==> config.mk <==
export PLATFORM = sky130hd
export DESIGN_NAME = registro_deslocamento
export DESIGN_NICKNAME = d
export VERILOG_FILES = /design/src/rtl/registro_deslocamento.sv
export SDC_FILE = /design/constraint.sdc
export NUM_CORES = 1
export LEC_CHECK = 0
export BUFFER_PORTS_ARGS = -buffer_cell sky130_fd_sc_hd__buf_2
export CAP_MARGIN = 20
export CORE_MARGIN = 2
export CORE_UTILIZATION = 50
export CTS_BUF_LIST = sky130_fd_sc_hd__clkbuf_4 sky130_fd_sc_hd__clkbuf_8
export DETAILED_ROUTE_END_ITERATION = 7
export GPL_TIMING_DRIVEN = 0
export PLACE_DENSITY = 0.9
export SYNTH_ARGS = -nofsm -noshare
export SYNTH_HDL_FRONTEND = slang
export SYNTH_SLANG_ARGS = --single-unit
==> constraint.sdc <==
create_clock -name CLOCK -period 2.55 [get_ports CLOCK]
set_clock_uncertainty 0.15 [all_clocks]
set_input_delay 0.51 -clock CLOCK [delete_from_list [all_inputs] [get_ports CLOCK]]
set_output_delay 0.51 -clock CLOCK [all_outputs]
set_load 0.1 [all_outputs]
==> src/rtl/registro_deslocamento.sv <==
`default_nettype none
// ============================================================================
// Module   : registro_deslocamento
// Purpose  : WIDTH-bit multi-mode register (hold / parallel load / shift
//            left / shift right) with serial in/out, synchronous clear and a
//            saturating shift counter that flags a full-word shift.
// Ports    : CLOCK, RESET (async, active-high), ENABLE, CLEAR (sync),
//            MODE[1:0] (00 hold, 01 load, 10 shl, 11 shr), D[WIDTH-1:0],
//            SIN, ROTATE -> Q[WIDTH-1:0], SOUT, COUNT[CW-1:0], DONE
// Config   : define ROTATE_EN to let ROTATE=1 recirculate the outgoing bit
//            instead of SIN during shifts; otherwise ROTATE is ignored.
// Revision : 1.0 - initial release
// ============================================================================
module registro_deslocamento #(
  parameter int               WIDTH       = 8,
  parameter logic [WIDTH-1:0] RESET_VALUE = '0,
  localparam int              CW          = $clog2(WIDTH + 1)
) (
  input  logic             CLOCK,
  input  logic             RESET,
  input  logic             ENABLE,
  input  logic             CLEAR,
  input  logic [1:0]       MODE,
  input  logic [WIDTH-1:0] D,
  input  logic             SIN,
  input  logic             ROTATE,
  output logic [WIDTH-1:0] Q,
  output logic             SOUT,
  output logic [CW-1:0]    COUNT,
  output logic             DONE
);

  localparam logic [1:0]    c_MODE_HOLD  = 2'b00;
  localparam logic [1:0]    c_MODE_LOAD  = 2'b01;
  localparam logic [1:0]    c_MODE_SHL   = 2'b10;
  localparam logic [1:0]    c_MODE_SHR   = 2'b11;
  localparam logic [CW-1:0] c_COUNT_FULL = CW'(WIDTH);

  logic [WIDTH-1:0] r_q;
  logic [CW-1:0]    r_count;
  logic             w_fill_left;
  logic             w_fill_right;
  logic             w_count_full;

  // Bit entering the register on each shift direction.
`ifdef ROTATE_EN
  assign w_fill_left  = ROTATE ? r_q[WIDTH-1] : SIN;
  assign w_fill_right = ROTATE ? r_q[0]       : SIN;
`else
  logic w_unused_rotate;
  assign w_unused_rotate = ROTATE;
  assign w_fill_left     = SIN;
  assign w_fill_right    = SIN;
`endif

  assign w_count_full = (r_count == c_COUNT_FULL);

  // Counter states are implicit in r_count: 0 idle, 1..WIDTH-1 shifting,
  // WIDTH full. Load/clear return it to idle; shifts saturate at full.
  always_ff @(posedge CLOCK or posedge RESET) begin
    if (RESET) begin
      r_q     <= RESET_VALUE;
      r_count <= '0;
    end else if (CLEAR) begin
      r_q     <= '0;
      r_count <= '0;
    end else if (ENABLE) begin
      case (MODE)
        c_MODE_HOLD: begin
          r_q     <= r_q;
          r_count <= r_count;
        end
        c_MODE_LOAD: begin
          r_q     <= D;
          r_count <= '0;
        end
        c_MODE_SHL: begin
          r_q <= {r_q[WIDTH-2:0], w_fill_left};
          if (!w_count_full) r_count <= r_count + CW'(1);
        end
        c_MODE_SHR: begin
          r_q <= {w_fill_right, r_q[WIDTH-1:1]};
          if (!w_count_full) r_count <= r_count + CW'(1);
        end
        default: begin
          r_q     <= r_q;
          r_count <= r_count;
        end
      endcase
    end
  end

  // SOUT is the bit the next shift in the selected direction would discard.
  assign SOUT  = (MODE == c_MODE_SHR) ? r_q[0] : r_q[WIDTH-1];
  assign Q     = r_q;
  assign COUNT = r_count;
  assign DONE  = w_count_full;

endmodule
`default_nettype wire

==> metrics.txt, run 1 <==
Slowest-stage cell, CP dfrtp_1; Max clock buf depth 2; CTS root buffer clkbuf_4; Area Growth Syn to Fin 26.3%; Routed WL per cell 15.4 um; Peak supply drop 352 uV; Resized cells post-CTS 0; proportion of layout cells with a drive suffix above 1 0.390; final setup TNS 0 ns; Hold Fails Final Rpt 0; most frequent cell after synthesis dfrtp_1; RSZ-0062 raised after global routing no; final period utilization 0.877; PortBufs 28; Total Routing Usage GR 0.223; initial antenna violation count 0; largest net degree at the start of global routing 13; clk_lat worst skew 0.28 ns; DR iter-0 viols 23; row cnt 13; WS Path Type register to output port; Slew Viols, Final 0; CTS tree built; Max FO, Critical Path 5; Post-synth EDFFs 0; DIE AREA 1820 sq um; Post-synth top cells 12 x dfrtp_1, 10 x a22o_1, 9 x a21oi_1, 9 x nor2_1, 8 x mux2i_1; drt via density 5.83; Top FF cell, synth dfrtp_1; fin worst setup slack 0.314 ns; DRC Markers 0; Core Footprint 1350 sq um; FF+latch count, synth 12; Setup violations, final 0; cts hold-fix bufs 0; Distinct cells, synth 22; post-place setup slack 0.415 ns; Synth Instances 73; HPWL after detailed placement 1370 um; placed cell count 116; Synth area leader dfrtp_1; syn_area_per_cell 10.2 sq um; final non-filler cell total 120; total grt overflow 0; chip height 42.7 um; first-pass GRT wire length 3020 um; FMAX 0.447 GHz; starting density of the core 0.554; clock slew at reported path FFs 0.09 ns; Mapped Area 748 sq um; Final nets 124; Pleak 0.529 nW; Setup crit end kind output port; CP Data Arrival Time 1.58 ns; status completed; I/O pins 30; n_diodes 0; crit path time final 2.24 ns; Req. time, crit path 1.89 ns; vias in the first global route 644; Reg area 300 sq um; net count after synthesis 91; Final Power 536 uW; multi-input combinational cell area 397 sq um; max cap viols 0; buffer count from post-CTS setup fixing 0; Final Hold Slack 0.0717 ns; Pwr Density 567 nW/um^2; antenna-violating nets left 0; DRT Pass-1 Iters 4; max_slew headroom 0.677; Detailed Route WL 1850 um; worst-path cell chain inv_1 > ha_1 > and3b_2 > buf_2; Worst Setup Start Kind register; GPL Wtd Cong 0.835; width of the die 42.7 um; warnings from Yosys 0; Synth top area share 0.401; top post-synthesis cells by area dfrtp_1 40%, a22o_1 12%, mux2i_1 11%, a21oi_1 6.0%, nor2_1 4.5%; register area share after synthesis 0.401; actual slew at the worst max-slew pin 0.488 ns; Synth async-reset ratio 1.00; vias 700; clk sink count 12; slowest stage delay, CP 0.44 ns; HP Class input port to asynchronous set/reset pin; TritonCTS buffer count 3; H-tree depth 1; fillers 113
cell families after synthesis:
| group | count (synthesis) | share of synthesized area |
|---|---|---|
| flip-flops | 12 | 0.401 |
| adder cells (fa/ha/maj) | 2 | 0.0334 |
| multiplexers | 11 | 0.157 |
| AO/OA/AOI/OAI | 22 | 0.211 |
| buffers and inverters | 7 | 0.0702 |
| AND/OR/NAND/NOR | 19 | 0.127 |
worst paths after layout:
kind	start	endpoint	slack (ns)	cells past startpoint
worst min register to register	Q[6]$_DFFE_PP0P_	Q[6]$_DFFE_PP0P_	0.42	1
worst max-delay path	COUNT[0]$_DFFE_PP0P_	DONE	0.31	4
worst min-delay path	RESET	Q[3]$_DFFE_PP0P_	0.07	2
min in group CLOCK	Q[6]$_DFFE_PP0P_	Q[6]$_DFFE_PP0P_	0.42	1
max in group asynchronous	RESET	COUNT[2]$_DFFE_PP0P_	1.86	2
worst max register to register	COUNT[0]$_DFFE_PP0P_	COUNT[0]$_DFFE_PP0P_	0.96	5
report_power, final:
part	switching [mW]	internal [mW]	total (mW)
registers	0.0112	0.199	0.211
clock network	0.0718	0.0869	0.159
logic	0.122	0.0446	0.167
total	0.205	0.331	0.536
cell type report:
type	instances	share of cell area
clock buffer	4	0.0384
timing repair buffer	28	0.148
inverter	3	0.0119
buffer	4	0.0437
tap	15	0.0199
multi-input combinational	54	0.420
sequential	12	0.318
layer usage:
metal | share of wire | global-route usage | vias to the layer above | wire, um
li1 | - | - | 330 | -
met1 | 0.44 | 0.292 | 339 | 820
met2 | 0.49 | 0.370 | 25 | 903
met3 | 0.051 | 0.0383 | 6 | 95
met4 | 0.015 | 0.0750 | 0 | 27
met5 | 0 | 0 | - | 0
critical path, delay by kind of cell (launching register included):
kind / cells / cell delay [ns]
flops: 1 / 0.44
simple gates: 1 / 0.21
fa+ha+maj: 1 / 0.14
buf+inv: 2 / 0.51
layout by cell type, fill, tap and decap left out:
cell / n
buf_2: 28
dfrtp_1: 12
a22o_1: 10
nor2_1: 9
a21oi_1: 9
mux2i_1: 8
clkbuf_4: 4
nor2b_1: 3
buf_6: 3
inv_1: 3
mux2_2: 2
ha_1: 2
o21a_1: 1
nor2_2: 1
nand3_1: 1
nand3b_1: 1
nor3_1: 1
and3_1: 1
a211o_1: 1
and3b_2: 1
o2bb2ai_1: 1
mux2_4: 1
nand2_1: 1
clkbuf_8: 1
state kept, by name (all words and copies together), names as in the netlist:
signal / count
COUNT: 4
Q: 8
stage by stage:
step	instance area, sq um	utilization
after global placement	908	0.673
after global routing	945	0.700
after detailed placement	908	0.673
final	945	0.700
after CTS	945	0.700
after floorplan	749	-
Note: power is estimated with default switching activity, not from simulation.
==> run 2: changes to the inputs <==
==> constraint.sdc (replaced) <==
create_clock -name CLOCK -period 2.9 [get_ports CLOCK]
set_clock_uncertainty 0.15 [all_clocks]
set_input_delay 0.58 -clock CLOCK [delete_from_list [all_inputs] [get_ports CLOCK]]
set_output_delay 0.58 -clock CLOCK [all_outputs]
set_load 0.1 [all_outputs]
==> run 2 against run 1 <==
First-iteration DRC count up 8.7%. Die area unchanged. Critical path depth unchanged. Utilization is 1.1 points lower. Largest cell class unchanged. Power decreased by 18%.
==> metrics.txt, run 2 (same netlist as run 1, synthesis figures left out) <==
status completed; Seq pwr share 0.424 (+0.031); Worst Setup Start Kind register; vias in the first global route 628 (-2.5%); reg-to-reg slack, setup 1.36 ns (+0.40 ns); RSZ-0062 raised after global routing no; most common cell after layout, fill and taps aside buf_2; most frequent cells in the layout 28 x buf_2, 12 x dfrtp_1, 10 x a22o_1, 9 x nor2_1, 9 x a21oi_1; largest net degree at the start of global routing 13 (unchanged); Max clock buf depth 2 (unchanged); chip height 42.7 um (unchanged); DRT Pass-1 Iters 4 (unchanged); Pint 263 uW (-21%); width of the die 42.7 um (unchanged); Peak supply drop 302 uV (-14%); TritonCTS buffer count 3 (unchanged); initial antenna violation count 0 (unchanged); Detailed Route WL 1800 um (-2.3%); vias 681 (-2.7%); Max FO, Critical Path 5 (unchanged); I/O pins 30 (unchanged); final non-filler cell total 119 (-0.83%); crit path time final 2.29 ns; CTS root buffer clkbuf_4; antenna-violating nets left 0 (unchanged); PortBufs 28 (unchanged); Net Sw Frac 0.399 (+0.0165); WS Path Type register to output port; CTS tree built; Core Footprint 1350 sq um (unchanged); FMAX 0.438 GHz; CP Data Arrival Time 1.56 ns (-0.02 ns); proportion of layout cells with a drive suffix above 1 0.375 (-0.0155); DRC Markers 0 (unchanged); Setup crit end kind output port; DR iter-0 viols 25 (+8.7%); Setup violations, final 0 (unchanged); clock power share 0.242 (-0.054); RR Endpoint COUNT[0]$_DFFE_PP0P_; HP Class input port to asynchronous set/reset pin; cts hold-fix bufs 0 (unchanged); actual slew at the worst max-slew pin 0.480 ns (-0.00746 ns); n_diodes 0 (unchanged); placed cell count 116 (unchanged); Comb pwr share 0.335 (+0.024); drt via density 5.72 (-1.9%); Final nets 124 (unchanged); total grt overflow 0 (unchanged); Routed WL per cell 15.2 um (-1.5%); Slew Viols, Final 0 (unchanged); DIE AREA 1820 sq um (unchanged); Pleak 0.522 nW (-1.2%); Hold Fails Final Rpt 0 (unchanged); row cnt 13 (unchanged); H-tree depth 1 (unchanged); clk_lat worst skew 0.28 ns (about the same); Resized cells post-CTS 0 (unchanged); final period utilization 0.788; max reg flops 8 (unchanged); Total Routing Usage GR 0.216 (-0.00709); P_sw 175 uW (-15%); first-pass GRT wire length 2900 um (-3.9%); FF-to-FF Start COUNT[0]$_DFFE_PP0P_; clk sink count 12 (unchanged); crit path to DONE; buffer count from post-CTS setup fixing 0 (unchanged); worst reg-to-reg path cell count 5 (unchanged); final setup TNS 0 ns (unchanged); max cap viols 0 (unchanged); Area Growth Syn to Fin 24.2%; HPWL after detailed placement 1330 um (-2.9%); Final Hold Slack 0.154 ns (+0.0825 ns); GPL Wtd Cong 0.825 (-1.2%); Req. time, crit path 2.17 ns (+0.28 ns); starting density of the core 0.554 (unchanged); Worst Setup SP COUNT[0]$_DFFE_PP0P_; max_slew headroom 0.680 (+0.00239); clock slew at reported path FFs 0.08 ns (about the same); Pwr Density 470 nW/um^2 (-17%)
[run 2: how the worst min path moves through the flow]
stage / to / slack, ns / cells after the start
floorplan: COUNT[0]$_DFFE_PP0P_ / 0.29 / 1
global placement: COUNT[3]$_DFFE_PP0P_ / 0.38 / 1
detailed placement: Q[1]$_DFFE_PP0P_ / 0.40 / 1
CTS: Q[0]$_DFFE_PP0P_ / 0.17 / 2
global route: Q[3]$_DFFE_PP0P_ / 0.19 / 2
finish: Q[0]$_DFFE_PP0P_ / 0.15 / 2
[run 2: cell type report]
| cell class | instances | area (sq um) |
|---|---|---|
| buffer | 4 | 41.3 |
| timing repair buffer | 28 | 140 |
| sequential | 12 | 300 |
| clock buffer | 3 | 22.5 |
| fill | 114 | 420 |
| inverter | 3 | 11.3 |
| multi-input combinational | 54 | 395 |
| tap | 15 | 18.8 |
[run 2: per-layer routing]
layer  GRT usage  routed length [um]
met5           0                   0
met4      0.0750                  22
met3      0.0553                 135
met2       0.330                 887
met1       0.295                 758
[run 2: power groups by stage]
stage               Combinational [mW]  Sequential [mW]  Clock [mW]
floorplan                       0.0546            0.247           0
global placement                 0.143            0.187           0
detailed placement               0.146            0.188           0
CTS                              0.146            0.185       0.105
global route                     0.155            0.187       0.114
finish                           0.146            0.185       0.106
[run 2: per-stage QoR]
stage | cell area (sq um) | util | setup WS, ns | power (mW)
2_1_floorplan | 748 | - | 0.290 | 0.302
3_3_place_gp | 907 | 0.672 | 0.643 | 0.330
3_5_place_dp | 907 | 0.672 | 0.643 | 0.335
4_1_cts | 930 | 0.689 | 0.611 | 0.437
5_1_grt | 930 | 0.689 | 0.519 | 0.455
6_report | 930 | 0.689 | 0.614 | 0.437
[run 2: critical path: stages, from the launching register on]
cell	delay (ns)
dfrtp_1	0.44
inv_1	0.08
ha_1	0.13
and3b_1	0.19
buf_2	0.44
